$ cat src/rtl/sme_feeder.sv
// sme_feeder: streams the preloaded string/pattern buffers to the matching engine and captures its result; start-to-first-char 1 cycle, valid-to-done 1 cycle.
// No backpressure: the engine takes one char per cycle. Optional WAIT timeout is enabled by defining SME_FEEDER_TIMEOUT_EN.
module sme_feeder #(
    parameter int STR_DEPTH      = 32,
    parameter int PAT_DEPTH      = 10,
    parameter int TIMEOUT_CYCLES = 2048
) (
    input  logic       clk,
    input  logic       reset,
    input  logic       wr_en,
    input  logic       wr_sel,
    input  logic [4:0] wr_addr,
    input  logic [7:0] wr_data,
    input  logic [5:0] str_len,
    input  logic [3:0] pat_len,
    input  logic       start,
    output logic       busy,
    output logic       done,
    output logic       err,
    output logic       res_match,
    output logic [4:0] res_index,
    output logic       timeout,
    output logic [7:0] chardata,
    output logic       isstring,
    output logic       ispattern,
    input  logic       valid,
    input  logic       match,
    input  logic [4:0] match_index
);

    typedef enum logic [2:0] {IDLE, SEND_S, SEND_P, WAIT, FIN} state_t;

    localparam logic [5:0] STR_MAX = 6'(STR_DEPTH);
    localparam logic [3:0] PAT_MAX = 4'(PAT_DEPTH);

    if (STR_DEPTH < 1 || STR_DEPTH > 32 || PAT_DEPTH < 1 || PAT_DEPTH > 15 ||
        TIMEOUT_CYCLES < 1 || TIMEOUT_CYCLES > 4096) begin : g_bad_cfg
        $error("sme_feeder: parameter out of range");
    end

    state_t     r_state;
    logic [7:0] r_sbuf [STR_DEPTH];
    logic [7:0] r_pbuf [PAT_DEPTH];
    logic [4:0] r_sidx;
    logic [4:0] r_slast;
    logic [3:0] r_pidx;
    logic [3:0] r_plast;
    logic       r_busy;
    logic       r_done;
    logic       r_err;
    logic       r_res_match;
    logic [4:0] r_res_index;
    logic [7:0] r_chardata;
    logic       r_isstring;
    logic       r_ispattern;

    logic       w_start_bad;
    logic [4:0] w_sidx_nxt;
    logic [3:0] w_pidx_nxt;

    assign w_start_bad = (pat_len == 4'd0) || (pat_len > PAT_MAX) || (str_len > STR_MAX);
    assign w_sidx_nxt  = r_sidx + 5'd1;
    assign w_pidx_nxt  = r_pidx + 4'd1;

    assign busy      = r_busy;
    assign done      = r_done;
    assign err       = r_err;
    assign res_match = r_res_match;
    assign res_index = r_res_index;
    assign chardata  = r_chardata;
    assign isstring  = r_isstring;
    assign ispattern = r_ispattern;

`ifdef SME_FEEDER_TIMEOUT_EN
    localparam logic [11:0] T_LAST = 12'(TIMEOUT_CYCLES - 1);
    logic [11:0] r_tcnt;
    logic        r_timeout;
    assign timeout = r_timeout;
`else
    assign timeout = 1'b0;
`endif

    // Buffers are only writable while idle and are deliberately not reset.
    always_ff @(posedge clk) begin
        if (wr_en && r_state == IDLE) begin
            if (!wr_sel && {1'b0, wr_addr} < STR_MAX)
                r_sbuf[wr_addr] <= wr_data;
            if (wr_sel && {1'b0, wr_addr} < {2'b00, PAT_MAX})
                r_pbuf[wr_addr[3:0]] <= wr_data;
        end
    end

    always_ff @(posedge clk) begin
        if (reset) begin
            r_state     <= IDLE;
            r_sidx      <= '0;
            r_slast     <= '0;
            r_pidx      <= '0;
            r_plast     <= '0;
            r_busy      <= 1'b0;
            r_done      <= 1'b0;
            r_err       <= 1'b0;
            r_res_match <= 1'b0;
            r_res_index <= '0;
            r_chardata  <= '0;
            r_isstring  <= 1'b0;
            r_ispattern <= 1'b0;
`ifdef SME_FEEDER_TIMEOUT_EN
            r_tcnt      <= '0;
            r_timeout   <= 1'b0;
`endif
        end else begin
            r_done <= 1'b0;
            r_err  <= 1'b0;
            case (r_state)
                IDLE: begin
                    if (start) begin
                        if (w_start_bad) begin
                            r_err <= 1'b1;
                        end else begin
                            r_slast     <= 5'(str_len - 6'd1);
                            r_plast     <= pat_len - 4'd1;
                            r_sidx      <= '0;
                            r_pidx      <= '0;
                            r_res_match <= 1'b0;
                            r_res_index <= '0;
                            r_busy      <= 1'b1;
`ifdef SME_FEEDER_TIMEOUT_EN
                            r_timeout   <= 1'b0;
`endif
                            if (str_len != 6'd0) begin
                                r_state    <= SEND_S;
                                r_chardata <= r_sbuf[0];
                                r_isstring <= 1'b1;
                            end else begin
                                r_state     <= SEND_P;
                                r_chardata  <= r_pbuf[0];
                                r_ispattern <= 1'b1;
                            end
                        end
                    end
                end
                SEND_S: begin
                    // Last string char hands straight over to pattern char 0 with no gap.
                    if (r_sidx == r_slast) begin
                        r_state     <= SEND_P;
                        r_pidx      <= '0;
                        r_chardata  <= r_pbuf[0];
                        r_isstring  <= 1'b0;
                        r_ispattern <= 1'b1;
                    end else begin
                        r_sidx     <= w_sidx_nxt;
                        r_chardata <= r_sbuf[w_sidx_nxt];
                    end
                end
                SEND_P: begin
                    if (r_pidx == r_plast) begin
                        r_state     <= WAIT;
                        r_chardata  <= '0;
                        r_ispattern <= 1'b0;
`ifdef SME_FEEDER_TIMEOUT_EN
                        r_tcnt      <= '0;
`endif
                    end else begin
                        r_pidx     <= w_pidx_nxt;
                        r_chardata <= r_pbuf[w_pidx_nxt];
                    end
                end
                WAIT: begin
                    // A valid on the expiry edge takes priority over the timeout.
                    if (valid) begin
                        r_res_match <= match;
                        r_res_index <= match_index;
                        r_done      <= 1'b1;
                        r_state     <= FIN;
                    end
`ifdef SME_FEEDER_TIMEOUT_EN
                    else if (r_tcnt == T_LAST) begin
                        r_timeout   <= 1'b1;
                        r_res_match <= 1'b0;
                        r_res_index <= '0;
                        r_done      <= 1'b1;
                        r_state     <= FIN;
                    end else begin
                        r_tcnt <= r_tcnt + 12'd1;
                    end
`endif
                end
                FIN: begin
                    r_busy  <= 1'b0;
                    r_state <= IDLE;
                end
                default: r_state <= IDLE;
            endcase
        end
    end

endmodule

$ cat config.mk
export PLATFORM = sky130hd
export DESIGN_NAME = sme_feeder
export DESIGN_NICKNAME = d
export VERILOG_FILES = /design/src/rtl/sme_feeder.sv
export SDC_FILE = /design/constraint.sdc
export NUM_CORES = 1
export LEC_CHECK = 0
export ABC_AREA = 1
export CORE_MARGIN = 2
export CORE_UTILIZATION = 55
export DETAILED_ROUTE_END_ITERATION = 16
export GPL_ROUTABILITY_DRIVEN = 0
export HOLD_SLACK_MARGIN = 0.06
export PLACE_DENSITY = 0.7
export SLEW_MARGIN = 20
export SYNTH_ARGS = -nofsm -noshare
export SYNTH_HDL_FRONTEND = slang
export SYNTH_SLANG_ARGS = --single-unit
$ cat constraint.sdc
create_clock -name clk -period 2.5 [get_ports clk]
set_input_delay 0.75 -clock clk [delete_from_list [all_inputs] [get_ports clk]]
set_output_delay 0.75 -clock clk [all_outputs]
set_load 0.02 [all_outputs]
==> impl_metrics.xml, run 1 <==
<?xml version="1.0" encoding="UTF-8"?>
<metrics>
  <group name="clock_tree">
    <metric name="clkTransAtPathRegs" unit="ns">0.06</metric>
    <metric name="cts_made_buffers" unit="">40</metric>
    <metric name="cts_root_buffer" unit="">clkbuf_16</metric>
    <metric name="post_cts.repair.setup_buffers" unit="">0</metric>
    <metric name="cts_h_tree_lvls" unit="">2</metric>
    <metric name="skew_pair_late_insertion_delay" unit="ns">0.53</metric>
    <metric name="cts_tree" unit="">built</metric>
    <metric name="clock_path_buffers" unit="">3</metric>
    <metric name="cts.sinks" unit="">376</metric>
  </group>
  <group name="synth">
    <metric name="synthesis.area_per_instance" unit="um2">9.90</metric>
    <metric name="yosys_register_bits" unit="">376</metric>
    <metric name="synth_compound_area_frac" unit="">0.0289</metric>
    <metric name="synth_flop_cell" unit="">edfxtp_1</metric>
    <metric name="synth_enable_flop_cells" unit="">336</metric>
    <metric name="synth_top_family_by_area" unit="">simple AND/OR/NAND/NOR gates</metric>
    <metric name="synthCells" unit="">1668</metric>
    <metric name="netlist_area" unit="um2">16500</metric>
    <metric name="mappedNetlistNets" unit="">1708</metric>
    <metric name="synth.distinct_cells" unit="">37</metric>
    <metric name="synth_simple_gate_area_share" unit="">0.239</metric>
    <metric name="synth_xor_xnor_area_share" unit="">0.0117</metric>
    <metric name="synth_seq_area_share" unit="">0.660</metric>
    <metric name="post-synth-top-area-cell" unit="">edfxtp_1</metric>
    <metric name="ys_warn_count" unit="">0</metric>
    <metric name="synth.area.mux_share" unit="">0</metric>
    <metric name="post_synth_main_area_contributors" unit="">edfxtp_1 61%, nand2_1 12%, nand3_1 6.9%, dfxtp_1 4.8%, inv_1 3.5%</metric>
    <metric name="adder_and_majority_cell_fraction_of_the_synthesized_area" unit="">0.00379</metric>
    <metric name="asyncSetResetFlopFracSynth" unit="">0</metric>
    <metric name="yosys.area.top_type_share" unit="">0.611</metric>
  </group>
  <group name="worst_setup_path">
    <metric name="critPathBufInv" unit="">3</metric>
    <metric name="critical-path-top-delay-family" unit="">simple AND/OR/NAND/NOR gates</metric>
    <metric name="reg2reg_from" unit="">r_pidx[0]$_SDFFE_PP0P_</metric>
    <metric name="setup.reg_to_reg.worst_slack" unit="ns">0.19</metric>
    <metric name="start_kind" unit="">flop</metric>
    <metric name="worst_path_largest_cell_delay" unit="ns">0.41</metric>
    <metric name="worst_r2r_path_depth" unit="">12</metric>
    <metric name="critical_path.slowest_cell" unit="">buf_4</metric>
    <metric name="required" unit="ns">2.93</metric>
    <metric name="crit_fanout" unit="">45</metric>
    <metric name="critPathArrivalTime" unit="ns">2.74</metric>
    <metric name="worst_r2r_endpoint" unit="">chardata[3]$_SDFFE_PP0P_</metric>
    <metric name="timing.critical_path.to_type" unit="">flop</metric>
    <metric name="timing.critical_path.cells" unit="">buf_4, nand3_1, nand2_1, nand2_1, inv_1, o21ai_0, nand3_1, nor2_1, nor2_1, nand3_1, nand2_1, inv_1</metric>
    <metric name="worst-setup-path-type" unit="">flop to flop</metric>
  </group>
  <group name="global_routing">
    <metric name="grt_pass1_vias" unit="">11700</metric>
    <metric name="grtUsageTotal" unit="">0.264</metric>
    <metric name="largest_net_degree_at_the_start_of_global_routing" unit="">138</metric>
    <metric name="overflow" unit="">0</metric>
    <metric name="grt_pass1_wl" unit="mm">63.2</metric>
    <metric name="number_of_antenna_violations_at_the_first_check_in_global_routing" unit="">0</metric>
  </group>
  <group name="timing">
    <metric name="max_slew.worst_pin.slew" unit="ns">0.738</metric>
    <metric name="totalNegativeSetupSlack" unit="ns">0</metric>
    <metric name="finalClockSkew" unit="ns">0.0180</metric>
    <metric name="holdWs" unit="ns">0.466</metric>
    <metric name="slew_violations" unit="">0</metric>
    <metric name="finalSetupViolations" unit="">0</metric>
    <metric name="rsz0062_at_grt" unit="">false</metric>
    <metric name="report.final.hold_viol_count" unit="">0</metric>
    <metric name="relSlewSlack" unit="">0.508</metric>
    <metric name="final.setup.worst_slack" unit="ns">0.194</metric>
    <metric name="min_period_over_period" unit="">0.922</metric>
    <metric name="period_minus_slack" unit="ns">2.31</metric>
    <metric name="timing.fmax" unit="MHz">434</metric>
  </group>
  <group name="power_and_ir_drop">
    <metric name="worst_vdd_ir" unit="mV">1.16</metric>
    <metric name="power.density_cell_area" unit="nW/um2">1020</metric>
    <metric name="overall_power" unit="mW">19.8</metric>
    <metric name="cell_leakage_power" unit="nW">7.78</metric>
  </group>
  <group name="placed_design">
    <metric name="detailed_placement_hpwl" unit="mm">25.4</metric>
    <metric name="dp_slack" unit="ns">-0.172</metric>
    <metric name="placement.io_buffers" unit="">53</metric>
    <metric name="area_post_placement" unit="um2">18100</metric>
  </group>
  <group name="min_path">
    <metric name="hold_crit_endpoint" unit="">res_index[1]$_SDFFE_PP0P_</metric>
    <metric name="worst_hold_path_type" unit="">flop to flop</metric>
    <metric name="worst_hold_path.num_cells" unit="">2</metric>
    <metric name="hold_path.startpoint" unit="">res_index[1]$_SDFFE_PP0P_</metric>
  </group>
  <group name="drt">
    <metric name="drt_drc_violations_left" unit="">0</metric>
    <metric name="final_antenna_net_count" unit="">0</metric>
    <metric name="totalWireLength" unit="mm">41.0</metric>
    <metric name="vias_per_cell" unit="">5.41</metric>
    <metric name="dr_total_vias" unit="">12000</metric>
    <metric name="drt-pass1-iter-count" unit="">5</metric>
    <metric name="wl_per_cell" unit="um">18.6</metric>
    <metric name="initialDrtViolationCount" unit="">1202</metric>
  </group>
  <group name="floorplanning">
    <metric name="core.rowCount" unit="">63</metric>
    <metric name="core_region_area" unit="um2">29600</metric>
    <metric name="floorplan.die_area" unit="um2">31400</metric>
    <metric name="floorplan.die.width" unit="um">177</metric>
    <metric name="initial_core_utilization" unit="">0.557</metric>
    <metric name="dieHeight" unit="um">177</metric>
    <metric name="ioPinCount" unit="">55</metric>
  </group>
  <group name="run_status">
    <metric name="status" unit="">finished clean</metric>
  </group>
  <group name="cells_and_area">
    <metric name="layout_common_cells" unit="">547 x nand2_1, 336 x edfxtp_1, 227 x nand3_1</metric>
    <metric name="design_area" unit="um2">19400</metric>
    <metric name="area_growth" unit="%">17.4</metric>
    <metric name="finalNetCount" unit="">1828</metric>
    <metric name="num_antenna_cells" unit="">0</metric>
    <metric name="layout_cell_share_with_drive_strength_beyond_1" unit="">0.102</metric>
    <metric name="layout.cells.most_common" unit="">nand2_1</metric>
  </group>
  <group name="flow_run">
    <metric name="maxCapViolations" unit="">0</metric>
  </group>
</metrics>
## cell usage after synthesis, types with 4 or more instances
cell type and number:
o211ai_1 6, xor2_2 4, o21ai_0 23, nand3_1 227, buf_2 43, edfxtp_1 336, inv_2 5, nand2_1 547
buf_4 4, clkbuf_1 21, buf_1 4, inv_1 153, a21oi_1 43, dfxtp_1 40, nor3_1 11, xnor2_1 5
xor2_1 6, ha_1 5, nor2_1 147, a211oi_1 9
## cell families (layout without fill, tap and decap cells)
kind of cell,after synthesis,count (layout)
and+or+nand+nor,952,952
DFF,376,376
buffers and inverters,231,382
AOI/OAI and AO/OA,86,86
xor gates and xnor gates,17,17
adders and majority gates,5,5
other,1,1
## power by group
part           leakage [nW]  total [mW]  switching [mW]  internal (mW)
logic                  3.81        6.92            4.65           2.26
clock network         0.625        5.74            2.38           3.35
registers              3.35        7.18           0.155           7.03
total                  7.78        19.8            7.19           12.6
## worst reg2reg max path, cell delays in order, from the launching register on
cell,delay (ns)
dfxtp_1,0.33
buf_4,0.41
nand3_1,0.14
nand2_1,0.10
nand2_1,0.21
inv_1,0.29
o21ai_0,0.21
nand3_1,0.13
nor2_1,0.07
nor2_1,0.14
nand3_1,0.09
nand2_1,0.06
inv_1,0.04
## timing repair
item | CTS | global route
resized for setup | 0 | 1
setup endpoints to repair | 0 | 8
endpoints found under the hold margin | 0 | 0
hold buffers | 0 | 0
## through the flow
step | std cells | utilization
floorplan | 1668 | -
global placement | 2135 | 0.610
detailed placement | 2135 | 0.610
CTS | 2208 | 0.653
global route | 2209 | 0.654
finish | 2209 | 0.654
## state kept, by name, indices dropped and copies added, names as in the netlist
signal and cells:
res_index 5, r_plast 4, busy 1, done 1
isstring 1, r_pidx 4, ispattern 1, chardata 8
r_state 3, res_match 1, r_pbuf 80, r_sidx 5
r_slast 5, err 1, r_sbuf 256
## area by class of cell
type                    instances  area [um2]
repair buffers                150        1440
fillers                      2311       10300
multi-input cells            1061        4700
well taps                     390         488
clock buffers                  45        1020
clock inverters                28         244
inverters                     159         598
flip-flops and latches        376       10900
## worst max-delay path by stage
stage | to | cells after the start | from | slack (ns)
finish | chardata[3]$_SDFFE_PP0P_ | 12 | r_pidx[0]$_SDFFE_PP0P_ | 0.19
global placement | r_pbuf[7][5]$_DFFE_PP_ | 7 | wr_en | -0.15
CTS | chardata[0]$_SDFFE_PP0P_ | 11 | r_sidx[0]$_SDFFE_PP0P_ | 0.09
global route | chardata[5]$_SDFFE_PP0P_ | 12 | r_pidx[0]$_SDFFE_PP0P_ | 0.03
floorplan | r_pbuf[3][0]$_DFFE_PP_ | 5 | wr_en | 0.31
detailed placement | r_pbuf[7][4]$_DFFE_PP_ | 7 | wr_en | -0.17
## layer usage
layer  track usage  wire (um)  vias to the layer above
li1              -          -                     5775
met1         0.355      17000                     5635
met2         0.430      19500                      456
met3        0.0421       3000                       93
met4         0.112       1550                        0
met5             0          0                        -
(Power assumes the default switching activity.)
==> inputs of run 2 (changes only) <==
--- a/config.mk
+++ b/config.mk
@@ -6,12 +6,16 @@
 export NUM_CORES = 1
 export LEC_CHECK = 0
 export ABC_AREA = 1
+export ABC_CLOCK_PERIOD_IN_PS = 2500
+export CELL_PAD_IN_SITES_DETAIL_PLACEMENT = 0
+export CELL_PAD_IN_SITES_GLOBAL_PLACEMENT = 1
+export CORE_ASPECT_RATIO = 0.6
 export CORE_MARGIN = 2
-export CORE_UTILIZATION = 55
+export CORE_UTILIZATION = 48
 export DETAILED_ROUTE_END_ITERATION = 16
 export GPL_ROUTABILITY_DRIVEN = 0
 export HOLD_SLACK_MARGIN = 0.06
-export PLACE_DENSITY = 0.7
+export PLACE_DENSITY = 0.76
 export SLEW_MARGIN = 20
 export SYNTH_ARGS = -nofsm -noshare
 export SYNTH_HDL_FRONTEND = slang
==> run 2 against run 1 <==
Against the previous run:
- register-to-register slack barely moved
- maximum frequency increased by 0.37%
- sequential power hardly changed
- total power increased by 1.6%
- utilization is 7.5 points lower
- die area up 14%
- first-iteration DRC count is 25% higher
- cell count rose by 3.5%
- sequential share of layout area shrank 0.44 points
- global-route usage fell by 1.9 points
- clock skew increased by 0.0095 ns
- routed wire length up 7.3%
==> impl_metrics.xml, run 2 (synthesis gave the netlist of run 1 again) <==
<?xml version="1.0" encoding="UTF-8"?>
<metrics>
  <group name="clock_tree">
    <metric name="clock_path_buffers" unit="">3</metric>
    <metric name="cts_root_buffer" unit="">clkbuf_16</metric>
    <metric name="cts_h_tree_lvls" unit="">2</metric>
    <metric name="post_cts.repair.setup_buffers" unit="">0</metric>
    <metric name="cts.sinks" unit="">376</metric>
    <metric name="cts_made_buffers" unit="">37</metric>
    <metric name="cts_tree" unit="">built</metric>
    <metric name="skew_pair_late_insertion_delay" unit="ns">0.55</metric>
    <metric name="clkTransAtPathRegs" unit="ns">0.06</metric>
  </group>
  <group name="global_routing">
    <metric name="largest_net_degree_at_the_start_of_global_routing" unit="">87</metric>
    <metric name="busiest_grt_layer" unit="">met1</metric>
    <metric name="grtUsageTotal" unit="">0.245</metric>
    <metric name="grt_pass1_vias" unit="">10700</metric>
    <metric name="number_of_antenna_violations_at_the_first_check_in_global_routing" unit="">0</metric>
    <metric name="grt_pass1_wl" unit="mm">66.2</metric>
    <metric name="grtUsageMet3" unit="">0.0494</metric>
    <metric name="grt_util_met2" unit="">0.306</metric>
    <metric name="use_met1" unit="">0.427</metric>
    <metric name="overflow" unit="">0</metric>
  </group>
  <group name="timing">
    <metric name="finalClockSkew" unit="ns">0.0275</metric>
    <metric name="period_minus_slack" unit="ns">2.30</metric>
    <metric name="rsz0062_at_grt" unit="">false</metric>
    <metric name="report.final.hold_viol_count" unit="">0</metric>
    <metric name="holdWs" unit="ns">0.466</metric>
    <metric name="timing.fmax" unit="MHz">435</metric>
    <metric name="finalSetupViolations" unit="">0</metric>
    <metric name="max_slew.worst_pin.slew" unit="ns">0.715</metric>
    <metric name="relSlewSlack" unit="">0.522</metric>
    <metric name="slew_violations" unit="">0</metric>
    <metric name="final.setup.worst_slack" unit="ns">0.203</metric>
    <metric name="min_period_over_period" unit="">0.919</metric>
  </group>
  <group name="worst_setup_path">
    <metric name="timing.critical_path.to_type" unit="">flop</metric>
    <metric name="crit_fanout" unit="">18</metric>
    <metric name="critical-path-top-delay-family" unit="">simple AND/OR/NAND/NOR gates</metric>
    <metric name="required" unit="ns">2.93</metric>
    <metric name="timing.critical_path.mode_cell" unit="">nand3_1</metric>
    <metric name="critical_path.slowest_cell" unit="">xnor2_2</metric>
    <metric name="critPathBufInv" unit="">2</metric>
    <metric name="critPathArrivalTime" unit="ns">2.72</metric>
    <metric name="timing.critical_path.cells" unit="">ha_2, xnor2_2, buf_12, nand3_1, nand3_1, nand3_1, nand3_1, nand3_1, nand2_1, inv_1</metric>
    <metric name="worst_path_largest_cell_delay" unit="ns">0.50</metric>
    <metric name="start_kind" unit="">flop</metric>
    <metric name="worst-setup-path-type" unit="">flop to flop</metric>
  </group>
  <group name="run_status">
    <metric name="status" unit="">finished clean</metric>
  </group>
  <group name="cells_and_area">
    <metric name="flip_flop_count_of_the_largest_register_all_copies_and_words_added" unit="">256</metric>
    <metric name="layout_common_cells" unit="">547 x nand2_1, 336 x edfxtp_1, 227 x nand3_1</metric>
    <metric name="seq_area" unit="um2">10900</metric>
    <metric name="multi_input_area" unit="um2">4690</metric>
    <metric name="finalNetCount" unit="">1838</metric>
    <metric name="layout.filler_cells" unit="">2881</metric>
    <metric name="stdcell_count" unit="">2287</metric>
    <metric name="layout_cell_share_with_drive_strength_beyond_1" unit="">0.106</metric>
    <metric name="layout.cells.most_common" unit="">nand2_1</metric>
    <metric name="largest-register" unit="">r_sbuf</metric>
    <metric name="design_area" unit="um2">19500</metric>
    <metric name="area_growth" unit="%">18.3</metric>
  </group>
  <group name="drt">
    <metric name="dr_total_vias" unit="">11900</metric>
    <metric name="vias_per_cell" unit="">5.22</metric>
    <metric name="final_antenna_net_count" unit="">0</metric>
    <metric name="wl_per_cell" unit="um">19.2</metric>
    <metric name="drt_drc_violations_left" unit="">0</metric>
    <metric name="drt-pass1-iter-count" unit="">5</metric>
    <metric name="initialDrtViolationCount" unit="">1504</metric>
    <metric name="totalWireLength" unit="mm">44.0</metric>
  </group>
  <group name="floorplanning">
    <metric name="core.rowCount" unit="">52</metric>
    <metric name="floorplan.die_area" unit="um2">35900</metric>
    <metric name="dieHeight" unit="um">148</metric>
    <metric name="core_region_area" unit="um2">33800</metric>
    <metric name="ioPinCount" unit="">55</metric>
    <metric name="floorplan.die.width" unit="um">243</metric>
    <metric name="initial_core_utilization" unit="">0.489</metric>
  </group>
  <group name="min_path">
    <metric name="worst_hold_path_type" unit="">flop to flop</metric>
  </group>
  <group name="placed_design">
    <metric name="detailed_placement_hpwl" unit="mm">28.1</metric>
    <metric name="area_post_placement" unit="um2">18300</metric>
    <metric name="placed_cells" unit="">2217</metric>
    <metric name="placement.io_buffers" unit="">53</metric>
    <metric name="dp_slack" unit="ns">-0.196</metric>
  </group>
  <group name="power_and_ir_drop">
    <metric name="worst_vdd_ir" unit="mV">0.718</metric>
    <metric name="power.density_cell_area" unit="nW/um2">1030</metric>
    <metric name="cell_leakage_power" unit="nW">7.80</metric>
  </group>
  <group name="flow_run">
    <metric name="maxCapViolations" unit="">0</metric>
  </group>
</metrics>
==> run 2: metal layers <==
metal  vias to the layer above  share of wire  routed length, um
met3                        48          0.092               4040
met5                         -              0                  0
li1                       5788              -                  -
met4                         0          0.012                538
met2                       441           0.38              16600
met1                      5664           0.52              22800
==> run 2: area by class of cell <==
class,count,area share
multi-input combinational,1061,0.240
sequential,376,0.558
clock buffer,43,0.0507
clock inverter,25,0.0108
inverter,159,0.0306
antenna,1,0.000128
tap,459,0.0294
timing repair buffer,163,0.0806
==> run 2: power by group <==
part           internal (mW)  switching, mW
registers               7.02          0.175
clock network           3.17           2.40
logic                   2.32           5.06
==> run 2: path summary, 6_finish.rpt <==
| kind | startpoint | end | slack [ns] | depth (start not counted) |
|---|---|---|---|---|
| setup / recovery | r_sidx[0]$_SDFFE_PP0P_ | chardata[0]$_SDFFE_PP0P_ | 0.20 | 10 |
| setup reg to reg | r_sidx[0]$_SDFFE_PP0P_ | chardata[0]$_SDFFE_PP0P_ | 0.20 | 10 |
| hold / removal | busy$_SDFFE_PP0P_ | busy$_SDFFE_PP0P_ | 0.47 | 2 |
| hold reg to reg | busy$_SDFFE_PP0P_ | busy$_SDFFE_PP0P_ | 0.47 | 2 |
==> run 2: what timing repair did <==
action                                 CTS  global route
endpoints found under the hold margin    0             0
resized for setup                        0             1
setup endpoints to repair                0             1
hold buffers                             0             0
==> run 2: metrics by stage <==
stage	TNS, ns	power [mW]	util
2_1_floorplan	0	11.7	-
3_3_place_gp	-20.25	14.5	0.542
6_report	0	20.2	0.578
5_1_grt	0	21.2	0.578
3_5_place_dp	-24.68	14.5	0.542
4_1_cts	0	20.1	0.577
==> run 2: worst min-delay path: stages (launching register included) <==
cell,delay (ns)
dfxtp_1,0.31
nand2_1,0.06
a21oi_1,0.05
